<file path="src/rtl/int_ctrl_pkg.sv">
// Shared constants for the interrupt controller register block.
// Latency: n/a (constants only).
// Backpressure: n/a.
// Contents: register addresses, CTRL bit positions, VECT valid bit.
package int_ctrl_pkg;

  localparam int REG_W = 16;

  localparam logic [3:0] ADDR_PEND = 4'h0;
  localparam logic [3:0] ADDR_MASK = 4'h1;
  localparam logic [3:0] ADDR_EDGE = 4'h2;
  localparam logic [3:0] ADDR_CTRL = 4'h3;
  localparam logic [3:0] ADDR_VECT = 4'h4;
  localparam logic [3:0] ADDR_RAW  = 4'h5;

  localparam int CTRL_GIE       = 0;
  localparam int CTRL_SWCLR     = 1;
  localparam int VECT_VALID_BIT = 15;

endpackage

</file>
<file path="src/rtl/int_prio_enc.sv">
// Lowest-index-first priority encoder over P_NSRC request bits.
// Latency: purely combinational.
// Backpressure: none.
// Ports: i_req request vector; o_idx index of lowest set bit (0 when none);
//        o_vld high when any request bit is set.
module int_prio_enc #(
  parameter int P_NSRC = 8
) (
  input  logic [P_NSRC-1:0] i_req,
  output logic [3:0]        o_idx,
  output logic              o_vld
);

  // Scan from the top down so the lowest set index is the last one written.
  always_comb begin
    o_idx = '0;
    o_vld = 1'b0;
    for (int i = P_NSRC - 1; i >= 0; i--) begin
      if (i_req[i]) begin
        o_idx = 4'(i);
        o_vld = 1'b1;
      end
    end
  end

endmodule

</file>
<file path="src/rtl/int_ctrl.sv">
// Interrupt controller: edge/level capture, per-source mask, global enable, vector reg.
// Latency: source rise -> PEND 1 edge, PEND -> o_irq 1 more edge; bus ack 1 cycle after start.
// Backpressure: none; select is ignored during the ack cycle, so a held select gives one
//               transaction every two cycles.
// Ports: i_sysclk/i_sysrst clock and async active-low reset; i_irq_src source flags;
//        o_irq registered CPU request; i_bus_select/i_bus_wr/i_reg_addr/i_bus_data
//        register bus request; o_bus_data/o_bus_ack registered response.
module int_ctrl
  import int_ctrl_pkg::*;
#(
  parameter int P_NSRC = 8
) (
  input  logic              i_sysclk,
  input  logic              i_sysrst,
  input  logic [P_NSRC-1:0] i_irq_src,
  output logic              o_irq,
  input  logic              i_bus_select,
  input  logic              i_bus_wr,
  input  logic [3:0]        i_reg_addr,
  input  logic [REG_W-1:0]  i_bus_data,
  output logic [REG_W-1:0]  o_bus_data,
  output logic              o_bus_ack
);

  logic [P_NSRC-1:0] src_q;
  logic [P_NSRC-1:0] pend;
  logic [P_NSRC-1:0] mask;
  logic [P_NSRC-1:0] edge_sel;
  logic              gie;

  logic              bus_start;
  logic              wr_en;
  logic [P_NSRC-1:0] rise;
  logic [P_NSRC-1:0] clr;
  logic [P_NSRC-1:0] pend_nxt;
  logic [P_NSRC-1:0] pend_act;
  logic [3:0]        vect_idx;
  logic              vect_vld;
  logic [REG_W-1:0]  rdata;

  // Write-data bits above P_NSRC have no register behind them; fold them into one sink.
  logic unused_bus_bits;
  assign unused_bus_bits = ^i_bus_data;

  function automatic logic [REG_W-1:0] zext(input logic [P_NSRC-1:0] v);
    zext = '0;
    zext[P_NSRC-1:0] = v;
  endfunction

  // The ack cycle blocks a new start, which is what spaces held selects 2 cycles apart.
  assign bus_start = i_bus_select & ~o_bus_ack;
  assign wr_en     = bus_start & i_bus_wr;
  assign pend_act  = pend & mask;

  always_comb begin
    rise = i_irq_src & ~src_q;
    clr  = '0;
    if (wr_en && (i_reg_addr == ADDR_PEND)) begin
      clr = i_bus_data[P_NSRC-1:0];
    end
    if (wr_en && (i_reg_addr == ADDR_CTRL) && i_bus_data[CTRL_SWCLR]) begin
      clr = '1;
    end
    // Edge bits: rise is OR'd after the clear so a coincident set is never lost.
    // Level bits: follow the source, untouched by W1C/SWCLR.
    pend_nxt = (edge_sel & ((pend & ~clr) | rise)) | (~edge_sel & i_irq_src);
  end

  int_prio_enc #(
    .P_NSRC (P_NSRC)
  ) u_prio_enc (
    .i_req (pend_act),
    .o_idx (vect_idx),
    .o_vld (vect_vld)
  );

  // Read mux sees register values before this edge's updates.
  always_comb begin
    rdata = '0;
    case (i_reg_addr)
      ADDR_PEND: rdata = zext(pend);
      ADDR_MASK: rdata = zext(mask);
      ADDR_EDGE: rdata = zext(edge_sel);
      ADDR_CTRL: rdata[CTRL_GIE] = gie;
      ADDR_VECT: begin
        rdata[VECT_VALID_BIT] = vect_vld;
        rdata[3:0]            = vect_idx;
      end
      ADDR_RAW:  rdata = zext(i_irq_src);
      default:   rdata = '0;
    endcase
  end

  always_ff @(posedge i_sysclk or negedge i_sysrst) begin
    if (!i_sysrst) begin
      src_q      <= '0;
      pend       <= '0;
      mask       <= '0;
      edge_sel   <= '1;
      gie        <= 1'b0;
      o_irq      <= 1'b0;
      o_bus_ack  <= 1'b0;
      o_bus_data <= '0;
    end else begin
      src_q      <= i_irq_src;
      pend       <= pend_nxt;
      o_irq      <= gie & (|pend_act);
      o_bus_ack  <= bus_start;
      o_bus_data <= (bus_start && !i_bus_wr) ? rdata : '0;
      if (wr_en) begin
        case (i_reg_addr)
          ADDR_MASK: mask     <= i_bus_data[P_NSRC-1:0];
          ADDR_EDGE: edge_sel <= i_bus_data[P_NSRC-1:0];
          ADDR_CTRL: gie      <= i_bus_data[CTRL_GIE];
          default:   ;
        endcase
      end
    end
  end

endmodule
</file>
<file path="config.mk">
export PLATFORM = sky130hd
export DESIGN_NAME = int_ctrl
export DESIGN_NICKNAME = d
export VERILOG_FILES = /design/src/rtl/int_ctrl_pkg.sv /design/src/rtl/int_prio_enc.sv /design/src/rtl/int_ctrl.sv
export SDC_FILE = /design/constraint.sdc
export NUM_CORES = 1
export LEC_CHECK = 0
export CAP_MARGIN = 20
export CORE_MARGIN = 2
export CORE_UTILIZATION = 35
export CTS_BUF_LIST = sky130_fd_sc_hd__clkbuf_8
export DETAILED_ROUTE_END_ITERATION = 10
export PLACE_DENSITY = 0.62
export SYNTH_ARGS = -nofsm -noshare
export SYNTH_HDL_FRONTEND = slang
export SYNTH_HIERARCHICAL = 1
export SYNTH_SLANG_ARGS = --single-unit
</file>
<file path="constraint.sdc">
create_clock -name i_sysclk -period 3.4 [get_ports i_sysclk]
set_input_delay 0.68 -clock i_sysclk [delete_from_list [all_inputs] [get_ports i_sysclk]]
set_output_delay 0.68 -clock i_sysclk [all_outputs]
set_load 0.02 [all_outputs]
</file>
==> metrics <==
Async SR Flop Fraction 100%; CTS tree done; GP Congestion 0.854; Clock Latency Late Sink 300 ps; CTS Buffer Depth 2; die width 83.8 µm; Setup-failing EPs final 0; Setup Skew 9.38 ps; die height 83.8 µm; met1 usage in global routing 21.2%; Initial DRC Count 107; diode count 0; Critical-path top delay cell clkdlybuf4s50_1; synthesized area per cell 11.4 µm²; initial core utilization 35.7%; post-cts resize count 0; RSZ-0062 raised after global routing false; area delta synth->final 22.9%; met2 Track Usage GR 22.9%; WP depth 6; Post-Syn Area 0.00223 mm²; vias in the first global route 1619; Layout Nets 267; htree depth 2; YS warnings 6; prevailing post-synth register cell dfrtp_1; GRT overflow 0; Seq cells post-synth 44; largest net degree at the start of global routing 45; clock sinks 44; most used cell, CP nand2_1; die area 0.00703 mm²; global-route usage over all layers 15.0%; vias 1610; power per cell area 460 mW/mm²; mux cell area share after synthesis 10.0%; post-synthesis sequential area ratio 49.8%; Worst slew margin 36.6%; Worst VDD drop 0.219 mV; Post CTS Setup Buffer Count 0; CP Data Arrival Time 2580 ps; Tot Pwr 1.26 mW; antenna violations before repair 0; top-level I/O count 50; largest family of logic cells by synthesized area simple AND/OR/NAND/NOR gates; DPL Wire Length 3590 µm; post-synthesis cell type count 46; leakage power total 1.15 nW; WS Path Type in -> reg; hold buffers post-CTS 0; Min-Delay Path Depth 1; Synth Area in XOR/XNOR 0%; I/O Buffers 34; crit-path max FO 10; Crit path required time 3600 ps; vias per cell 5.14; FF-to-FF path depth 6; post-synthesis adder-cell area fraction 0%; Fmax 419 MHz; outcome completed; max cap viols 0; Least-Margin Pin Slew 951 ps; Slew Viols, Final 0; cells along the critical path clkdlybuf4s50_1 -> buf_4 -> nand2_1 -> nor4_2 -> nand2_1 -> a22o_1; setup tns final 0 ps; Synth Area in Simple Gates 18.3%; total CTS buffers 5; crit-path leading delay family simple AND/OR/NAND/NOR gates; num rows 29; DRC Markers 0; fin area 0.00274 mm²; Routed WL 4940 µm; Setup crit end kind register; Synth Area in Compound Gates 16.2%; Clock Pin Slew Worst Setup and Hold Paths 80 ps; grt peak-use layer met2; core area 0.00624 mm²; min Tclk post-route 2390 ps; Cells after Synth 195; first-pass GRT wire length 8200 µm; drt first pass iters 4; final worst path period share 70.2%; Post-synth EDFFs 0; routed length per instance 15.8 µm; fillers 610; worst hold-check path type reg -> reg; met3 GRT Util 3.46%; proportion of layout cells with a drive suffix above 1 19.9%; Placed Area 0.00263 mm²; critical path buffer and inverter count 2; CTS root buf clkbuf_8; slowest stage delay, CP 550 ps; Hold Vio Cnt, Final 0; Startpoint Class input port; final antenna-violating net count 0
==> routing by layer <==
layer | wire (µm) | up-vias
li1 | - | 777
met1 | 2450 | 791
met2 | 2270 | 36
met3 | 153 | 6
met4 | 65 | 0
met5 | 0 | -
==> metrics by stage <==
stage,utilization [%],setup slack [ps],cells,hold WS (ps)
3_5_place_dp,42.2,699,305,497
5_1_grt,43.9,948,313,529
4_1_cts,43.9,1030,313,517
6_report,43.9,1010,313,514
3_3_place_gp,42.2,715,305,487
2_1_floorplan,-,1470,201,384
==> kinds of logic after synthesis <==
| kind of cell | Yosys count |
|---|---|
| AND/OR/NAND/NOR | 68 |
| AO/OA/AOI/OAI | 44 |
| flip-flops | 44 |
| multiplexers | 19 |
| buffers and inverters | 18 |
| other | 2 |
==> placed cells by master (no fill, tap or decap), types with 3 or more instances in the layout <==
cell type	instances
dfrtp_1	36
a22oi_1	6
and2_1	9
nand2_1	24
clkbuf_8	5
a22o_1	12
nor2_1	7
a222oi_1	3
mux2_2	8
buf_4	7
mux2_1	9
a21oi_2	8
nor2b_1	5
nor3_1	3
dfstp_2	8
inv_1	5
clkdlybuf4s50_1	33
conb_1	8
==> cell usage after synthesis (3+ instances only) <==
| cell | count | share of area (%) |
|---|---|---|
| nor2_1 | 7 | 1.2 |
| dfrtp_1 | 36 | 40 |
| a222oi_1 | 3 | 1.3 |
| a22oi_1 | 6 | 2.0 |
| mux2_1 | 9 | 4.5 |
| dfstp_2 | 8 | 9.4 |
| and2_1 | 9 | 2.5 |
| inv_1 | 4 | 0.67 |
| a21oi_2 | 8 | 3.1 |
| a22o_1 | 12 | 4.7 |
| nor3_1 | 3 | 0.67 |
| nor2b_1 | 5 | 1.4 |
| buf_4 | 11 | 3.7 |
| nand2_1 | 24 | 4.0 |
| mux2_2 | 8 | 4.0 |
==> path summary, 6_finish.rpt <==
kind                                     from       endpoint  slack (ps)
worst max-delay path            i_reg_addr[1]        pend[5]        1010
worst min-delay path                  mask[4]        mask[4]         510
worst max register to register        pend[5]  o_bus_data[2]        1440
worst min register to register        mask[4]        mask[4]         510
max in group asynchronous            i_sysrst       src_q[2]        2280
min in group asynchronous            i_sysrst       src_q[0]         520
==> layout make-up <==
cell class | count | area, µm² | share of cell area, %
clock buffers | 5 | 68.8 | 2.51
clock inverters | 3 | 38.8 | 1.41
inverters | 4 | 15.0 | 0.548
multi-input cells | 139 | 1020 | 37.3
flip-flops and latches | 44 | 1110 | 40.5
well taps | 77 | 96.3 | 3.51
repair buffers | 41 | 388 | 14.1
==> state kept, by name, summed over array words and instances, names as in the netlist <==
name,flops
o_bus_data,9
src_q,8
mask,8
o_bus_ack,1
pend,8
edge_sel,8
o_irq,1
gie,1
==> report_power, final <==
| group | leakage, nW | total (mW) | internal (mW) | switching [mW] |
|---|---|---|---|---|
| registers | 0.539 | 0.634 | 0.592 | 0.0422 |
| clock network | 0.0593 | 0.391 | 0.215 | 0.176 |
| logic | 0.556 | 0.236 | 0.121 | 0.115 |
| total | 1.15 | 1.26 | 0.928 | 0.333 |
(Power assumes the default switching activity.)
